$ cat src/rtl/rng_histogram_if.sv
// rng_histogram_if: control, sample stream and dump read port of the histogram block
interface rng_histogram_if #(parameter int BY = 8, parameter int HB = 4, parameter int CW = 16, parameter int SW = 16);
  logic start;
  logic [SW-1:0] num_samples;
  logic [BY-1:0] sample;
  logic sample_valid;
  logic busy;
  logic done;
  logic overflow;
  logic [HB-1:0] rd_bin;
  logic [CW-1:0] rd_count;
  logic rd_valid;
  logic rd_ready;
  modport master (
    output start, num_samples, sample, sample_valid, rd_ready,
    input busy, done, overflow, rd_bin, rd_count, rd_valid
  );
  modport slave (
    input start, num_samples, sample, sample_valid, rd_ready,
    output busy, done, overflow, rd_bin, rd_count, rd_valid
  );
endinterface

$ cat src/rtl/rng_histogram.sv
// rng_histogram: bins a programmed number of rng samples into 2^HB saturating counters and dumps them
module rng_histogram #(
  parameter int BY = 8,
  parameter int HB = 4,
  parameter int CW = 16,
  parameter int SW = 16
) (
  input logic clk,
  input logic rst,
  rng_histogram_if.slave h
);
  localparam int NB = 1 << HB;
  typedef enum logic [2:0] {S_IDLE, S_CLEAR, S_COLLECT, S_DUMP, S_FIN} state_t;
  state_t st;
  logic [CW-1:0] cnt [NB];
  logic [HB-1:0] bin, idx, nb;
  logic [SW-1:0] rem;
  logic sat;
  logic [CW-1:0] nxt;
  assign bin = h.sample[BY-1 -: HB];
  assign sat = &cnt[bin];
  assign nxt = sat ? cnt[bin] : cnt[bin] + 1'b1;
  assign nb = h.rd_bin + 1'b1;
  // rd_count is registered, so the dump entry for bin 0 must fold in the final increment
  always_ff @(posedge clk) begin
    if (rst) begin
      st <= S_IDLE;
      h.busy <= 1'b0;
      h.done <= 1'b0;
      h.overflow <= 1'b0;
      h.rd_valid <= 1'b0;
      h.rd_bin <= '0;
      h.rd_count <= '0;
      idx <= '0;
      rem <= '0;
    end else begin
      h.done <= 1'b0;
      case (st)
        S_IDLE: if (h.start) begin
          st <= S_CLEAR;
          h.busy <= 1'b1;
          h.overflow <= 1'b0;
          rem <= h.num_samples;
          idx <= '0;
        end
        S_CLEAR: begin
          cnt[idx] <= '0;
          idx <= idx + 1'b1;
          if (&idx) begin
            st <= (rem == '0) ? S_DUMP : S_COLLECT;
            h.rd_valid <= (rem == '0);
            h.rd_bin <= '0;
            h.rd_count <= '0;
          end
        end
        S_COLLECT: if (h.sample_valid) begin
          cnt[bin] <= nxt;
          rem <= rem - 1'b1;
          if (sat) h.overflow <= 1'b1;
          if (rem == SW'(1)) begin
            st <= S_DUMP;
            h.rd_valid <= 1'b1;
            h.rd_bin <= '0;
            h.rd_count <= (bin == '0) ? nxt : cnt[0];
          end
        end
        S_DUMP: if (h.rd_ready) begin
          h.rd_bin <= nb;
          h.rd_count <= cnt[nb];
          if (&h.rd_bin) begin
            st <= S_FIN;
            h.rd_valid <= 1'b0;
            h.busy <= 1'b0;
            h.done <= 1'b1;
          end
        end
        S_FIN: st <= S_IDLE;
        default: st <= S_IDLE;
      endcase
    end
  end
endmodule

$ cat src/flat_wrapper.sv
// flat-port wrapper written by rule: the top's interface ports become plain ports
module rng_histogram_flat 
#(
  parameter int BY = 8,
  parameter int HB = 4,
  parameter int CW = 16,
  parameter int SW = 16
)
  (clk, rst, h_start, h_num_samples, h_sample, h_sample_valid, h_rd_ready, h_busy, h_done, h_overflow, h_rd_bin, h_rd_count, h_rd_valid);
  rng_histogram_if #(.BY(BY), .HB(HB), .CW(CW), .SW(SW)) h_i ();
  input logic clk;
  input logic rst;
  input wire logic [$bits(h_i.start)-1:0] h_start;
  input wire logic [$bits(h_i.num_samples)-1:0] h_num_samples;
  input wire logic [$bits(h_i.sample)-1:0] h_sample;
  input wire logic [$bits(h_i.sample_valid)-1:0] h_sample_valid;
  input wire logic [$bits(h_i.rd_ready)-1:0] h_rd_ready;
  output wire logic [$bits(h_i.busy)-1:0] h_busy;
  output wire logic [$bits(h_i.done)-1:0] h_done;
  output wire logic [$bits(h_i.overflow)-1:0] h_overflow;
  output wire logic [$bits(h_i.rd_bin)-1:0] h_rd_bin;
  output wire logic [$bits(h_i.rd_count)-1:0] h_rd_count;
  output wire logic [$bits(h_i.rd_valid)-1:0] h_rd_valid;
  assign h_i.start = h_start;
  assign h_i.num_samples = h_num_samples;
  assign h_i.sample = h_sample;
  assign h_i.sample_valid = h_sample_valid;
  assign h_i.rd_ready = h_rd_ready;
  assign h_busy = h_i.busy;
  assign h_done = h_i.done;
  assign h_overflow = h_i.overflow;
  assign h_rd_bin = h_i.rd_bin;
  assign h_rd_count = h_i.rd_count;
  assign h_rd_valid = h_i.rd_valid;
  rng_histogram #(.BY(BY), .HB(HB), .CW(CW), .SW(SW)) u_core (.clk(clk), .rst(rst), .h(h_i));
endmodule
$ cat config.mk
export PLATFORM = sky130hd
export DESIGN_NAME = rng_histogram_flat
export DESIGN_NICKNAME = d
export VERILOG_FILES = /design/src/rtl/rng_histogram_if.sv /design/src/rtl/rng_histogram.sv /design/src/flat_wrapper.sv
export SDC_FILE = /design/constraint.sdc
export NUM_CORES = 1
export LEC_CHECK = 0
export ABC_AREA = 1
export CELL_PAD_IN_SITES_DETAIL_PLACEMENT = 0
export CELL_PAD_IN_SITES_GLOBAL_PLACEMENT = 1
export CORE_UTILIZATION = 51
export CTS_CLUSTER_DIAMETER = 100
export CTS_CLUSTER_SIZE = 14
export DETAILED_ROUTE_END_ITERATION = 10
export PLACE_DENSITY = 0.83
export RECOVER_POWER = 100
export SLEW_MARGIN = 40
export SYNTH_ARGS = -nofsm -noshare
export SYNTH_HDL_FRONTEND = slang
export SYNTH_SLANG_ARGS = --single-unit
$ cat constraint.sdc
create_clock -name clk -period 8.6 [get_ports clk]
set_input_delay 2.58 -clock clk [delete_from_list [all_inputs] [get_ports clk]]
set_output_delay 2.58 -clock clk [all_outputs]
set_load 0.02 [all_outputs]
After elaboration in Yosys (flattened, before gate mapping):

Memories as Yosys holds them, arrays and structs flattened.
Cells that the tools add are included.

* bits in registers: 47
* memory bits (writable): 256
* output and inout port bits: 24
* logic and storage cells: 94
* input port bits: 29
* memories: 1

Memory list
* u_core.cnt: depth 16, bits a word 16, rd ports 3, clocked after Yosys merged registers in 0, wr ports 1, RTL line rng_histogram.sv:15 `logic [CW-1:0] cnt [NB];`

* add/subtract/negate cells: 4
* reduce and logical (&&, ||, !) cells: 19
* bitwise gates (word level): 2
* multiplexer cells: 48
* equal/unequal tests: 11

Operator list (count)
* $mux W16: 9
* $pmux W16 S3: 1
* $pmux W16 S2: 1
* $mux W4: 6
* $mux W1: 19
* $mux W3: 6
* $add A16 B1 Y16 const B: 1
* $eq A16 B1 Y1 const B: 1
* $logic_not A16 Y1: 1
* $reduce_and A16 Y1: 1
* $reduce_and A4 Y1: 4
* $reduce_or A16 Y1: 1
* $sub A16 B1 Y16 const B: 1
* $pmux W3 S4: 1
* $pmux W4 S3: 1
* $reduce_and A6 Y1: 2
* $add A4 B1 Y4 const B: 2
* $ne A2 B1 Y1 const B: 4
* $pmux W4 S2: 1
* $eq A3 B2 Y1 const B: 2
* $ne A2 B2 Y1 const B: 3
* $reduce_bool A2 Y1: 3
* $reduce_and A5 Y1: 1
* $logic_not A4 Y1: 1
* other kinds (9): 11

Longest topological paths before layout:

Gate-level depths: netlist of run 1.
An unclocked memory read counts as a cell.

* word-level depth: 7
* mapped depth: 24
* gate-level depth less buffers: 21

Worst setup path before layout of run 1:

No wires, ideal clock.

* path kind: input to register
* from: input port h_sample[4]
* to: memory u_core.cnt[0][7], data pin
* setup time: 0.302 ns
* buffers on the path: 4
* setup slack: 3.529 ns
* arrival time: 4.768 ns
* stages on the path: 16
* data required time: 8.298 ns
* path through: buf_6 -> buf_6 -> buf_2 -> o21ai_0 -> nand2_1 -> nand2_1 -> nand2_1 -> nand2_1 -> inv_2 -> nand2_2 -> ha_1 -> inv_1 -> nor2_4 -> nand4_4 -> buf_4 -> a31oi_1

* longest elaborated chain between the ends: 4
* elaborated cells on any way between the ends: 5
* classes of those cells: add/sub: 1; mux: 2; reduce/logical: 1; memory: 1

RTL lines
* start, declared: RTL line flat_wrapper.sv:15 `input wire logic [$bits(h_i.sample)-1:0] h_sample;`
* $mem_v2 Z16 W16 (*)
* $add A16 B1 Y16 or $reduce_and A16 Y1 (tied branches): RTL line rng_histogram.sv:22, rng_histogram.sv:21
* $mux W16 (*): RTL line rng_histogram.sv:22 `assign nxt = sat ? cnt[bin] : cnt[bin] + 1'b1;`
* $mux W16 (no line) (*)
* end, declared: RTL line rng_histogram.sv:15

Mark *: on every way between the ends. The rest lies on a longest branch, timed or not.

Worst setup path in the final report of run 1:

* from: input port rst
* to: memory u_core.cnt[10][12], enable pin

* longest elaborated chain between the ends: 4
* elaborated cells on any way between the ends: 7
* classes of those cells: mux: 6; reduce/logical: 1

RTL lines
* start, declared: RTL line flat_wrapper.sv:12 `input logic rst;`
* $mux W1: RTL line rng_histogram.sv:26 `if (rst) begin`
* $mux W1 (not written as such): RTL line rng_histogram.sv:57 `cnt[bin] <= nxt;`
* $reduce_or A16 Y1 (no line)
* $mux W4 (no line) or $mux W1 (tied branches)

Parallel ways exist; a longest one is shown, timed or not.

==> results.json, run 1 <==
{
  "required_ns": 8.72,
  "switchingPower_mw": 1.17,
  "final_util_pct": 56.6,
  "netlist_area_sq_um": 16500,
  "die_h_um": 182,
  "first_pass_iters": 6,
  "pre_cts_ws_ns": 2.30,
  "synth.avg_cell_area_sq_um": 8.15,
  "path_class": "in -> reg",
  "grt_max_degree": 97,
  "maxCapViolCount": 5,
  "setup_viol_count_final": 0,
  "clock-sinks": 303,
  "hold_viol": 0,
  "die_x_um": 182,
  "io_pins": 53,
  "gp_congestion": 0.922,
  "clkTransAtPathRegs_ns": 0.07,
  "clk_latency_ns": 0.54,
  "vias": 14100,
  "synthCells": 2027,
  "groute.usage.overall_pct": 29.7,
  "h-tree-depth": 1,
  "drtIter0Drc": 1474,
  "cts_hold_buffers": 0,
  "dpl_cell_area_sq_um": 17400,
  "internal_power_mw": 2.43,
  "root_buffer": "clkbuf_16",
  "clock_power_share_pct": 29.0,
  "cp-start-kind": "primary input",
  "areaGrowthSynthToFinish_pct": 8.65,
  "postCtsSetupRepairBufs": 0,
  "fin_tns_setup_ns": 0,
  "critPathCaptureType": "register",
  "powerDensity_nw_per_um2": 201,
  "grt_pass1_wl_um": 74500,
  "grtUsageMet1_pct": 40.9,
  "combPwrFrac_pct": 24.1,
  "timing.final.crit_share_pct": 81.3,
  "worst_slew_pin_slew_ns": 1.87,
  "grt-ovfl-total": 0,
  "drive_above_1_share_pct": 5.26,
  "route.detailed.drc": 0,
  "port-buffer-count": 48,
  "leakagePower_nw": 7.40,
  "stdcell_count": 2437,
  "ys_ff_latch": 303,
  "grt_pass1_vias": 12900,
  "skew_ns": 0.0221,
  "cts_made_buffers": 25,
  "dieArea_sq_um": 33100,
  "ctsResizeCount": 0,
  "cts_tree": "yes",
  "drt_wl_total_um": 49000,
  "post-place-cells": 2400,
  "vias_per_cell": 5.78,
  "synth_fp_nets": 2061,
  "final_cell_area_sq_um": 18000,
  "ir_drop_mv": 0.166,
  "yosysWarnings": 0,
  "placementRows": 65,
  "grt_use_met3_pct": 3.59,
  "min_period_ns": 6.99,
  "synth-seq-area-share_pct": 52.2,
  "slew_viol_final": 117,
  "swShare_pct": 32.4,
  "cts.path.max_buffers": 3,
  "final_nets": 2060,
  "p_total_mw": 3.60,
  "start_util_pct": 52.1,
  "holdWs_ns": 0.466,
  "diodes": 0,
  "antenna_found_initial": 0,
  "yosysUniqueCellTypes": 35,
  "relSlewSlack_pct": -24.8,
  "status": "finished, violations left",
  "ant_nets": 0,
  "hp-class": "reg -> reg",
  "arrival_ns": 7.11,
  "seqPwrFrac_pct": 46.9,
  "coreArea_sq_um": 31700,
  "violations": "capacitance limit, slew limit",
  "post-dp-hpwl_um": 29200,
  "rsz0062_at_grt": "no",
  "top_usage_layer": "met2",
  "fmax_ghz": 0.143,
  "grtUsageMet2_pct": 48.5,
  "setup_slack_ns": 1.61,
  "wire_per_inst_um": 20.1,
  "cp_max_fo": 36
}
-- critical path, stage by stage --
cell and delay (ns):
dlygate4sd3_1 0.52, clkbuf_1 1.21, nor2_1 0.12, buf_4 0.26, inv_1 0.45, nand2_1 0.09
o21ai_0 0.16, inv_1 0.10, nor2_1 0.09, nand2_1 0.15, nor2_2 0.12, clkbuf_1 1.24
-- flip-flops by register name, indices dropped and copies added (netlist names) --
signal / count
u_core.cnt: 256
u_core.h.busy: 1
u_core.h.done: 1
u_core.h.overflow: 1
u_core.h.rd_bin: 4
u_core.h.rd_count: 16
u_core.h.rd_valid: 1
u_core.idx: 4
u_core.rem: 16
u_core.st: 3
-- per-layer routing --
metal  vias to the layer above  part of all wire (%)
li1                       6745                     -
met1                      6609                    42
met2                       631                    46
met3                       102                   8.6
met4                         0                   3.7
met5                         -                     0
-- cell type report --
cell class,count,area (sq um)
Timing Repair Buffer,94,801
Clock inverter,1,7.51
Sequential cell,303,8630
Fill cell,2880,13800
Multi-Input combinational cell,1322,6290
Clock buffer,35,663
Tap cell,402,503
Inverter,280,1060
-- synth_stat cells, drive strengths merged --
library cell / count / share of area (%)
o221ai: 1 / 0.053
nand4: 10 / 0.47
o21ai: 188 / 5.7
nor3: 8 / 0.24
a31oi: 13 / 0.49
inv: 278 / 6.3
o211ai: 44 / 2.0
a41oi: 1 / 0.053
xnor2: 5 / 0.26
dfxtp: 47 / 5.7
ha: 5 / 0.38
clkbuf: 64 / 1.5
nand3: 246 / 7.6
a21oi: 165 / 5.0
a21o: 3 / 0.14
a211oi: 4 / 0.18
clkinv: 2 / 0.045
nor2: 81 / 2.2
xor2: 9 / 0.48
edfxtp: 256 / 47
buf: 58 / 2.2
nand2: 538 / 12
o21bai: 1 / 0.045
-- power groups by stage --
stage	Clock [mW]	Combinational (mW)	Sequential [mW]
2_1_floorplan	0	0.625	1.72
3_3_place_gp	0	0.847	1.72
3_5_place_dp	0	0.864	1.72
4_1_cts	1.05	0.867	1.69
5_1_grt	1.10	0.982	1.70
6_report	1.04	0.868	1.69
-- cell families after synthesis --
kind of cell	Yosys count	synth area share, %
and+or+nand+nor	883	22.9
buffers and inverters	402	10.1
AOI/OAI and AO/OA	420	13.7
adders and majority gates	5	0.379
DFF	303	52.2
xor gates and xnor gates	14	0.742
-- path summary, 6_finish.rpt --
| check | to | slack, ns | depth (start not counted) | start |
|---|---|---|---|---|
| setup / recovery | u_core.cnt[10][12]$_DFFE_PP_ | 1.61 | 12 | rst |
| hold / removal | u_core.h.rd_count[1]$_SDFFE_PP0P_ | 0.47 | 2 | u_core.h.rd_count[1]$_SDFFE_PP0P_ |
| setup reg to reg | u_core.cnt[10][12]$_DFFE_PP_ | 3.71 | 20 | u_core.st[1]$_SDFFE_PP0P_ |
| hold reg to reg | u_core.h.rd_count[1]$_SDFFE_PP0P_ | 0.47 | 2 | u_core.h.rd_count[1]$_SDFFE_PP0P_ |
-- cells in the final DEF (no fill, tap or decap), drive strengths merged, types with 9 or more instances in the layout --
master / count
xor2: 9
buf: 32
nand2: 538
dlygate4sd3: 27
clkbuf: 51
nand4: 10
nor2: 81
dfxtp: 47
nand3: 246
a21oi: 165
inv: 279
a31oi: 13
edfxtp: 256
clkdlybuf4s50: 19
o21ai: 188
o211ai: 44
(Power assumes the default switching activity.)
==> run 2, diff against run 1 <==
--- a/config.mk
+++ b/config.mk
@@ -8,11 +8,11 @@
 export ABC_AREA = 1
 export CELL_PAD_IN_SITES_DETAIL_PLACEMENT = 0
 export CELL_PAD_IN_SITES_GLOBAL_PLACEMENT = 1
-export CORE_UTILIZATION = 51
+export CORE_UTILIZATION = 47
 export CTS_CLUSTER_DIAMETER = 100
 export CTS_CLUSTER_SIZE = 14
 export DETAILED_ROUTE_END_ITERATION = 10
-export PLACE_DENSITY = 0.83
+export PLACE_DENSITY = 0.77
 export RECOVER_POWER = 100
 export SLEW_MARGIN = 40
 export SYNTH_ARGS = -nofsm -noshare
==> constraint.sdc (replaced) <==
create_clock -name clk -period 6.98 [get_ports clk]
set_input_delay 2.094 -clock clk [delete_from_list [all_inputs] [get_ports clk]]
set_output_delay 2.094 -clock clk [all_outputs]
set_load 0.02 [all_outputs]
==> results.json, run 2 (synthesized netlist as in run 1, its figures left out) <==
{
  "ir_drop_mv": 0.205,
  "io_pins": 53,
  "required_ns": 7.15,
  "clock_power_share_pct": 28.9,
  "areaGrowthSynthToFinish_pct": 8.93,
  "n_fill_cell": 3316,
  "holdWs_ns": 0.462,
  "grt_max_degree": 96,
  "root_buffer": "clkbuf_16",
  "r2r_slack_ns": 1.91,
  "clock-sinks": 303,
  "cts_tree": "yes",
  "skew_ns": 0.0263,
  "grt_pass1_vias": 13100,
  "ant_nets": 0,
  "postCtsSetupRepairBufs": 0,
  "maxCapViolCount": 2,
  "port-buffer-count": 48,
  "diodes": 0,
  "die_h_um": 190,
  "ctsResizeCount": 0,
  "reg.largest.list": "u_core.cnt x256, u_core.h.rd_count x16, u_core.rem x16",
  "worst_slew_pin_slew_ns": 1.57,
  "arrival_ns": 6.03,
  "cts_made_buffers": 25,
  "relSlewSlack_pct": -4.34,
  "min_period_ns": 5.86,
  "leakagePower_nw": 7.41,
  "powerDensity_nw_per_um2": 246,
  "p_total_mw": 4.43,
  "post-dp-hpwl_um": 30600,
  "groute.usage.overall_pct": 28.0,
  "h-tree-depth": 1,
  "combPwrFrac_pct": 24.0,
  "path_class": "in -> reg",
  "vias": 13800,
  "cts.path.max_buffers": 3,
  "die_x_um": 190,
  "timing.final.crit_share_pct": 84.0,
  "cp_max_fo": 13,
  "switchingPower_mw": 1.44,
  "violations": "capacitance limit, slew limit",
  "multi_input_area_sq_um": 6270,
  "clk_latency_ns": 0.55,
  "wire_per_inst_um": 19.9,
  "antenna_found_initial": 0,
  "start_util_pct": 47.8,
  "final_common_cell": "nand2_1",
  "fin_tns_setup_ns": 0,
  "seqCellArea_sq_um": 8630,
  "final_nets": 2062,
  "setup_viol_count_final": 0,
  "route.detailed.drc": 0,
  "largest_reg_flops": 256,
  "rsz0062_at_grt": "no",
  "slew_viol_final": 53,
  "worstSetupEndpoint": "u_core.cnt[14][8]$_DFFE_PP_",
  "gp_congestion": 0.890,
  "clkTransAtPathRegs_ns": 0.07,
  "final_util_pct": 52.1,
  "swShare_pct": 32.4,
  "status": "finished, violations left",
  "first_pass_iters": 6,
  "r2r_end": "u_core.cnt[14][8]$_DFFE_PP_",
  "hold_viol": 0,
  "crit_start": "h_start",
  "coreArea_sq_um": 34500,
  "cts_hold_buffers": 0,
  "seqPwrFrac_pct": 47.1,
  "grt-ovfl-total": 0,
  "cp-start-kind": "primary input",
  "hold_path_depth": 2,
  "vias_per_cell": 5.55,
  "hp-class": "reg -> reg",
  "drt_wl_total_um": 49700,
  "critPathCaptureType": "register",
  "placementRows": 68,
  "grt_pass1_wl_um": 76200,
  "final_cell_mix": "nand2_1 (526), inv_1 (268), edfxtp_1 (256), nand3_1 (244), a21oi_1 (165)",
  "r2r_start": "u_core.st[1]$_SDFFE_PP0P_",
  "fmax_ghz": 0.171,
  "reg2regPathDepth": 17,
  "largest_register": "u_core.cnt",
  "drive_above_1_share_pct": 5.25,
  "internal_power_mw": 3.00,
  "dieArea_sq_um": 35900,
  "drtIter0Drc": 1263
}
[run 2: critical path, stage by stage]
cell and delay (ns):
dlygate4sd3_1 0.53, inv_1 0.06, nand2_1 0.06, nand2_1 0.07
nor2_1 0.14, inv_1 0.08, nor2_1 0.10, clkbuf_1 0.48
inv_1 0.47, o21ai_0 0.39, inv_1 0.10, nor2_1 0.09
nand2_1 0.14, nor2_2 0.65, clkbuf_1 0.59
[run 2: how the worst min path moves through the flow]
stage | slack [ns] | start | end
floorplan | 0.45 | u_core.rem[3]$_SDFFE_PP0P_ | u_core.rem[3]$_SDFFE_PP0P_
global placement | 0.46 | u_core.h.rd_count[2]$_SDFFE_PP0P_ | u_core.h.rd_count[2]$_SDFFE_PP0P_
detailed placement | 0.46 | u_core.h.rd_count[14]$_SDFFE_PP0P_ | u_core.h.rd_count[14]$_SDFFE_PP0P_
CTS | 0.47 | u_core.h.rd_count[3]$_SDFFE_PP0P_ | u_core.h.rd_count[3]$_SDFFE_PP0P_
global route | 0.48 | u_core.h.rd_count[5]$_SDFFE_PP0P_ | u_core.h.rd_count[5]$_SDFFE_PP0P_
finish | 0.46 | u_core.h.rd_count[14]$_SDFFE_PP0P_ | u_core.h.rd_count[14]$_SDFFE_PP0P_
[run 2: through the flow]
step           worst slack, ns  std cells  instance area [sq um]
2_1_floorplan             2.40       2027                  16500
3_3_place_gp              1.13       2456                  17400
3_5_place_dp              1.27       2456                  17400
4_1_cts                   1.83       2492                  18100
5_1_grt                  0.796       2492                  18000
6_report                  1.12       2492                  18000
[run 2: metal layers]
metal	vias to the layer above	share of wire (%)	track usage, %
met5	-	0	0
met4	0	3.5	9.74
met3	96	6.1	2.84
met2	437	47	46.8
met1	6543	43	37.7
li1	6751	-	-
[run 2: power by group through the flow]
stage / combinational, mW / clock [mW] / sequential, mW
after detailed placement: 1.06 / 0 / 2.13
after global placement: 1.05 / 0 / 2.13
final: 1.06 / 1.28 / 2.09
after floorplan: 0.770 / 0 / 2.12
after CTS: 1.07 / 1.31 / 2.09
after global routing: 1.20 / 1.36 / 2.10
[run 2: cell type report]
| type | count | area share [%] |
|---|---|---|
| Clock buffer | 35 | 3.68 |
| Inverter | 280 | 5.88 |
| Timing Repair Buffer | 96 | 4.47 |
| Sequential cell | 303 | 47.9 |
| Tap cell | 455 | 3.16 |
| Multi-Input combinational cell | 1322 | 34.8 |
| Clock inverter | 1 | 0.0417 |
